$ cat src/rtl/invaders_march_controller.sv
// Invader formation march sequencer: counts frames, scans a snapshot of the
// alive mask for the occupied column span, then steps sideways or descends.
module invaders_march_controller #(
    parameter int X_START    = 100,
    parameter int X_MIN      = 0,
    parameter int X_MAX      = 799,
    parameter int STEP_X     = 4,
    parameter int COL_WIDTH  = 32,
    parameter int MIN_PERIOD = 2
) (
    input  logic        clk_36MHz,
    input  logic        reset,
    input  logic        frame_tick,
    input  logic [19:0] invaders_array,
    input  logic [1:0]  gameplay,
    output logic [9:0]  invaders_x,
    output logic [3:0]  invaders_line,
    output logic        direction,
    output logic        step_pulse,
    output logic        anim_frame
);
    typedef enum logic [1:0] {S_WAIT, S_SCAN, S_DECIDE} state_t;

    state_t      r_state;
    logic [5:0]  r_tick_cnt;
    logic [19:0] r_snap;
    logic [3:0]  r_col;
    logic        r_found;
    logic [3:0]  r_lmin;
    logic [3:0]  r_rmax;
    logic [9:0]  r_x;
    logic [3:0]  r_line;
    logic        r_dir;
    logic        r_pulse;
    logic        r_anim;

    logic [4:0]  w_alive;
    logic [5:0]  w_period;
    logic        w_fire;
    logic        w_occ;
    logic [10:0] w_left;
    logic [10:0] w_right;
    logic        w_descend;

    always_comb begin
        w_alive = '0;
        for (int i = 0; i < 20; i++) w_alive = w_alive + 5'(invaders_array[i]);
    end

    assign w_period = 6'(MIN_PERIOD) + {w_alive, 1'b0};
    // >= rather than == so a period that shrank below the count fires next tick
    assign w_fire   = (r_tick_cnt >= w_period - 6'd1);
    assign w_occ    = r_snap[5'(r_col)] | r_snap[5'(r_col) + 5'd10];

    assign w_left    = {1'b0, r_x} + 11'(r_lmin) * 11'(COL_WIDTH);
    assign w_right   = {1'b0, r_x} + (11'(r_rmax) + 11'd1) * 11'(COL_WIDTH) - 11'd1;
    assign w_descend = r_dir ? (w_right + 11'(STEP_X) > 11'(X_MAX))
                             : (w_left < 11'(X_MIN + STEP_X));

    always_ff @(posedge clk_36MHz) begin
        if (reset) begin
            r_state    <= S_WAIT;
            r_tick_cnt <= '0;
            r_snap     <= '0;
            r_col      <= '0;
            r_found    <= 1'b0;
            r_lmin     <= '0;
            r_rmax     <= '0;
            r_x        <= 10'(X_START);
            r_line     <= '0;
            r_dir      <= 1'b1;
            r_pulse    <= 1'b0;
            r_anim     <= 1'b0;
        end else begin
            // step_pulse is a strobe; it never stretches across a freeze
            r_pulse <= 1'b0;
            if (gameplay == 2'b00) begin
                case (r_state)
                    S_WAIT: begin
                        if (frame_tick) begin
                            if (w_fire) begin
                                r_tick_cnt <= '0;
                                r_snap     <= invaders_array;
                                r_col      <= '0;
                                r_found    <= 1'b0;
                                r_lmin     <= '0;
                                r_rmax     <= '0;
                                r_state    <= S_SCAN;
                            end else begin
                                r_tick_cnt <= r_tick_cnt + 6'd1;
                            end
                        end
                    end
                    S_SCAN: begin
                        if (w_occ) begin
                            if (!r_found) begin
                                r_lmin  <= r_col;
                                r_found <= 1'b1;
                            end
                            r_rmax <= r_col;
                        end
                        if (r_col == 4'd9) r_state <= S_DECIDE;
                        else               r_col   <= r_col + 4'd1;
                    end
                    S_DECIDE: begin
                        r_state <= S_WAIT;
                        if (r_found) begin
                            r_pulse <= 1'b1;
                            r_anim  <= ~r_anim;
                            if (w_descend) begin
                                if (r_line != 4'd15) r_line <= r_line + 4'd1;
                                r_dir <= ~r_dir;
                            end else if (r_dir) begin
                                r_x <= r_x + 10'(STEP_X);
                            end else begin
                                r_x <= r_x - 10'(STEP_X);
                            end
                        end
                    end
                    default: r_state <= S_WAIT;
                endcase
            end
        end
    end

    assign invaders_x    = r_x;
    assign invaders_line = r_line;
    assign direction     = r_dir;
    assign step_pulse    = r_pulse;
    assign anim_frame    = r_anim;
endmodule

$ cat config.mk
export PLATFORM = sky130hd
export DESIGN_NAME = invaders_march_controller
export DESIGN_NICKNAME = d
export VERILOG_FILES = /design/src/rtl/invaders_march_controller.sv
export SDC_FILE = /design/constraint.sdc
export NUM_CORES = 1
export LEC_CHECK = 0
export CORE_ASPECT_RATIO = 0.6
export CORE_UTILIZATION = 50
export CTS_CLUSTER_DIAMETER = 120
export CTS_CLUSTER_SIZE = 40
export DETAILED_ROUTE_END_ITERATION = 6
export MAX_ROUTING_LAYER = met4
export PLACE_DENSITY = 0.71
export SLEW_MARGIN = 20
export SYNTH_ARGS = -nofsm -noshare
export SYNTH_HDL_FRONTEND = slang
export SYNTH_SLANG_ARGS = --single-unit
$ cat constraint.sdc
create_clock -name clk_36MHz -period 5.3 [get_ports clk_36MHz]
set_input_delay 0.53 -clock clk_36MHz [delete_from_list [all_inputs] [get_ports clk_36MHz]]
set_output_delay 0.53 -clock clk_36MHz [all_outputs]
set_load 0.05 [all_outputs]
==> impl_metrics.csv <==
group,metric,value,unit
clock_network,clkLatencyLatePin,0.30,ns
floorplan,ioPinCount,42,
outcome,status,"finished, final reports clean",
global_route,grt_max_degree,64,
pwr,clkPwrFrac,0.275,
detailed_routing,via_per_inst,5.33,
clock_network,cts-buffers-inserted,5,
logic_synthesis,syn_area_per_cell,9.16,µm²
logic_synthesis,synth_ff_type,"dfxtp_1",
timing,setup_viol,0,
timing,finalHoldViolCount,0,
critical_path,critPathArrivalTime,5.46,ns
job,max_cap_violations,0,
cells_and_area,layout.nets,565,
cells_and_area,drive_above_1_share,0.179,
logic_synthesis,synth.area.top_cells,"dfxtp_1 28%, ha_1 10%, fa_1 8.6%, mux2i_1 7.6%, nor2_1 5.5%",
global_route,grt_pass1_wl,15100,µm
critical_path,crit_path_max_fanout,3,
cells_and_area,area_growth,22.8,%
logic_synthesis,synth_edf_count,0,
critical_path,cpPeakStageDelay,0.61,ns
global_route,antenna_found_initial,0,
critical_path,rr_endpoint,"invaders_x[6]",
timing,finalMaxSlewViolations,0,
logic_synthesis,synth_seq_cells,56,
clock_network,cts_tree,"built",
detailed_routing,first_pass_iters,4,
timing,finClkSkew,0.00547,ns
pwr,finalPower,1.24,mW
logic_synthesis,netlist_area,3970,µm²
global_route,grt_pass1_vias,2984,
logic_synthesis,synth_cell_types,54,
critical_path,crit_chain,"clkdlybuf4s50_1, inv_1, fa_2, fa_1, fa_1, fa_1, inv_1, ha_2, inv_2, fa_2, inv_2, a21oi_2, nor2_1, nor2_1, ha_2, nor2_2, nor2_2, a31oi_2, nand4b_4, or3_4, buf_6, o32ai_1",
detailed_routing,drc,0,
detailed_routing,drtAntennaViolNets,0,
hold_path,min-delay-start,"r_rmax[2]",
critical_path,setup.worst_path.start,"invaders_array[14]",
detailed_routing,drt_iter0_drc,142,
pwr,seqPwrFrac,0.343,
logic_synthesis,yosysTopAreaCell,"dfxtp_1",
timing,period_minus_slack,5.26,ns
floorplan,num_rows,24,
critical_path,worst_r2r_path_depth,10,
clock_network,cts.sinks,56,
critical_path,cpMaxStageDelayCell,"fa_2",
pwr,power.internal,837,µW
timing,rsz0062_at_grt,"true",
clock_network,clk_pin_slew,0.07,ns
critical_path,startpoint_type,"primary input",
floorplan,start_util,0.531,
clock_network,clockBufferDepth,2,
pwr,peakVddDrop,0.000163,V
logic_synthesis,synthTopCellsByCount,"58 x nor2_1, 56 x dfxtp_1, 50 x inv_1, 33 x ha_1, 30 x mux2i_1",
clock_network,postCtsHoldBufs,0,
detailed_routing,vias,3170,
place,port_buffers,39,
clock_network,cts-root-buf,"clkbuf_16",
pwr,p_sw,401,µW
critical_path,crit-reg2reg-launch,"r_rmax[0]",
detailed_routing,wl,9110,µm
hold_path,hold_depth,2,
critical_path,required,5.51,ns
detailed_routing,wl_per_cell,15.3,µm
logic_synthesis,ys.warnings.count,0,
logic_synthesis,yosysSeqAreaShare,0.282,
critical_path,cp_num_buf_inv,6,
hold_path,holdPathEnd,"r_rmax[2]",
pwr,power_frac_comb,0.381,
place,place.gp.congestion,0.807,
floorplan,dieArea,8320,µm²
cells_and_area,fillers,633,
pwr,p_sw_frac,0.324,
global_route,grt.total_usage,0.248,
logic_synthesis,async_flop_share,0,
hold_path,hp-class,"reg -> reg",
timing,timing.fmax,190,MHz
timing,fin_crit_sh,0.992,
pwr,power.density,254,nW/µm²
critical_path,r2r_slack,2.01,ns
critical_path,end_kind,"flop",
critical_path,crit_family,"adder cells",
critical_path,path_class,"in -> reg",
logic_synthesis,yosysMostFrequentCell,"nor2_1",
floorplan,fp.coreArea,7480,µm²
floorplan,die_h,71.1,µm
pwr,p_leak,2.05,nW
critical_path,cpMostUsedCell,"fa_1",
timing,tightest_slew,0.906,ns
place,dpl.hpwl,6690,µm
cells_and_area,antenna_cells,0,
clock_network,htreeDepth,2,
timing,maxSlewHeadroom,0.394,
logic_synthesis,synth_top_area_share,0.282,
floorplan,die_x,117,µm
global_route,overflow,0,
timing,tns,0,ns
logic_synthesis,synth_cells,434,
## metal layers
metal / vias up / global-route usage / routed length, µm
met3: 8 / 0.0446 / 466
li1: 1587 / - / -
met1: 1514 / 0.377 / 4820
met2: 61 / 0.335 / 3740
met5: - / - / 0
met4: 0 / 0.0591 / 86
## how the worst max path moves through the flow
| stage | cells after the start | endpoint | slack (ns) |
|---|---|---|---|
| finish | 22 | r_lmin[2] | 0.04 |
| CTS | 19 | r_lmin[1] | -0.07 |
| global placement | 22 | r_lmin[1] | -0.70 |
| global route | 21 | r_lmin[1] | -0.14 |
| detailed placement | 22 | r_lmin[1] | -0.88 |
| floorplan | 20 | r_lmin[1] | 0.04 |
## layout make-up
class | instances | area, µm² | share of cell area
tap | 104 | 130 | 0.0267
inverter | 50 | 195 | 0.0400
timing repair buffer | 66 | 624 | 0.128
sequential | 56 | 1120 | 0.230
clock inverter | 1 | 7.51 | 0.00154
clock buffer | 7 | 143 | 0.0292
multi-input combinational | 311 | 2660 | 0.545
## power by group through the flow
stage | sequential, mW | combinational, mW | clock (mW)
after floorplan | 0.433 | 0.281 | 0
after global routing | 0.425 | 0.530 | 0.369
after CTS | 0.425 | 0.438 | 0.349
after detailed placement | 0.435 | 0.400 | 0
after global placement | 0.435 | 0.379 | 0
final | 0.425 | 0.472 | 0.341
## cell usage in the layout, fill, tap and decap left out, drive strengths merged, types with 2 or more instances in the layout
| cell type | n |
|---|---|
| nand3 | 8 |
| a311oi | 2 |
| ha | 33 |
| a31oi | 3 |
| dfxtp | 56 |
| mux4 | 8 |
| nor3 | 11 |
| a21oi | 29 |
| clkdlybuf4s50 | 29 |
| xor2 | 9 |
| nand2 | 11 |
| conb | 2 |
| nor2b | 7 |
| buf | 37 |
| nor2 | 59 |
| xnor2 | 10 |
| a21o | 4 |
| inv | 50 |
| clkbuf | 7 |
| mux2i | 30 |
| nand3b | 3 |
| nand4b | 2 |
| a211oi | 5 |
| and2 | 3 |
| a211o | 3 |
| nand2b | 15 |
| fa | 17 |
| or3 | 4 |
| o21ai | 10 |
| o31a | 2 |
| and3 | 3 |
| o32ai | 4 |
## kinds of logic after synthesis
kind of cell               Yosys count  synth area share
and+or+nand+nor                    131             0.168
buffers and inverters               68            0.0746
adders and majority gates           50             0.190
other                                1          0.000944
DFF                                 56             0.282
xor gates and xnor gates            19            0.0419
AOI/OAI and AO/OA                   70             0.115
muxes                               39             0.128
## worst reg2reg max path: stages (launching register included)
cell	delay, ns
dfxtp_1	0.35
ha_1	0.33
inv_1	0.06
fa_1	0.43
xnor2_1	0.20
a2111oi_0	0.09
a311oi_1	0.43
a311oi_1	0.15
nor2_1	0.73
nor2_1	0.12
a211o_1	0.30
## through the flow
step,cells,hold WS (ns),util,setup slack [ns],area [µm²]
3_3_place_gp,580,0.467,0.609,-0.701,4550
4_1_cts,594,0.492,0.637,-0.0696,4760
3_5_place_dp,580,0.482,0.609,-0.877,4550
5_1_grt,595,0.520,0.653,-0.141,4880
6_report,595,0.506,0.653,0.0436,4880
2_1_floorplan,435,0.451,-,0.0406,3980
## repair_timing
action,4_1_cts,5_1_grt
setup endpoints to repair,39,34
buffers inserted,6,1
pin swaps,16,19
gates cloned,0,0
gates resized for setup,60,27
## sequential cells by signal, indices dropped and copies added (netlist names)
| register | cells |
|---|---|
| step_pulse | 1 |
| r_lmin | 4 |
| anim_frame | 1 |
| direction | 1 |
| r_col | 4 |
| r_tick_cnt | 6 |
| invaders_x | 8 |
| invaders_line | 4 |
| r_snap | 20 |
| r_rmax | 4 |
| r_found | 1 |
| r_state | 2 |
Note: power is estimated with default switching activity, not from simulation.
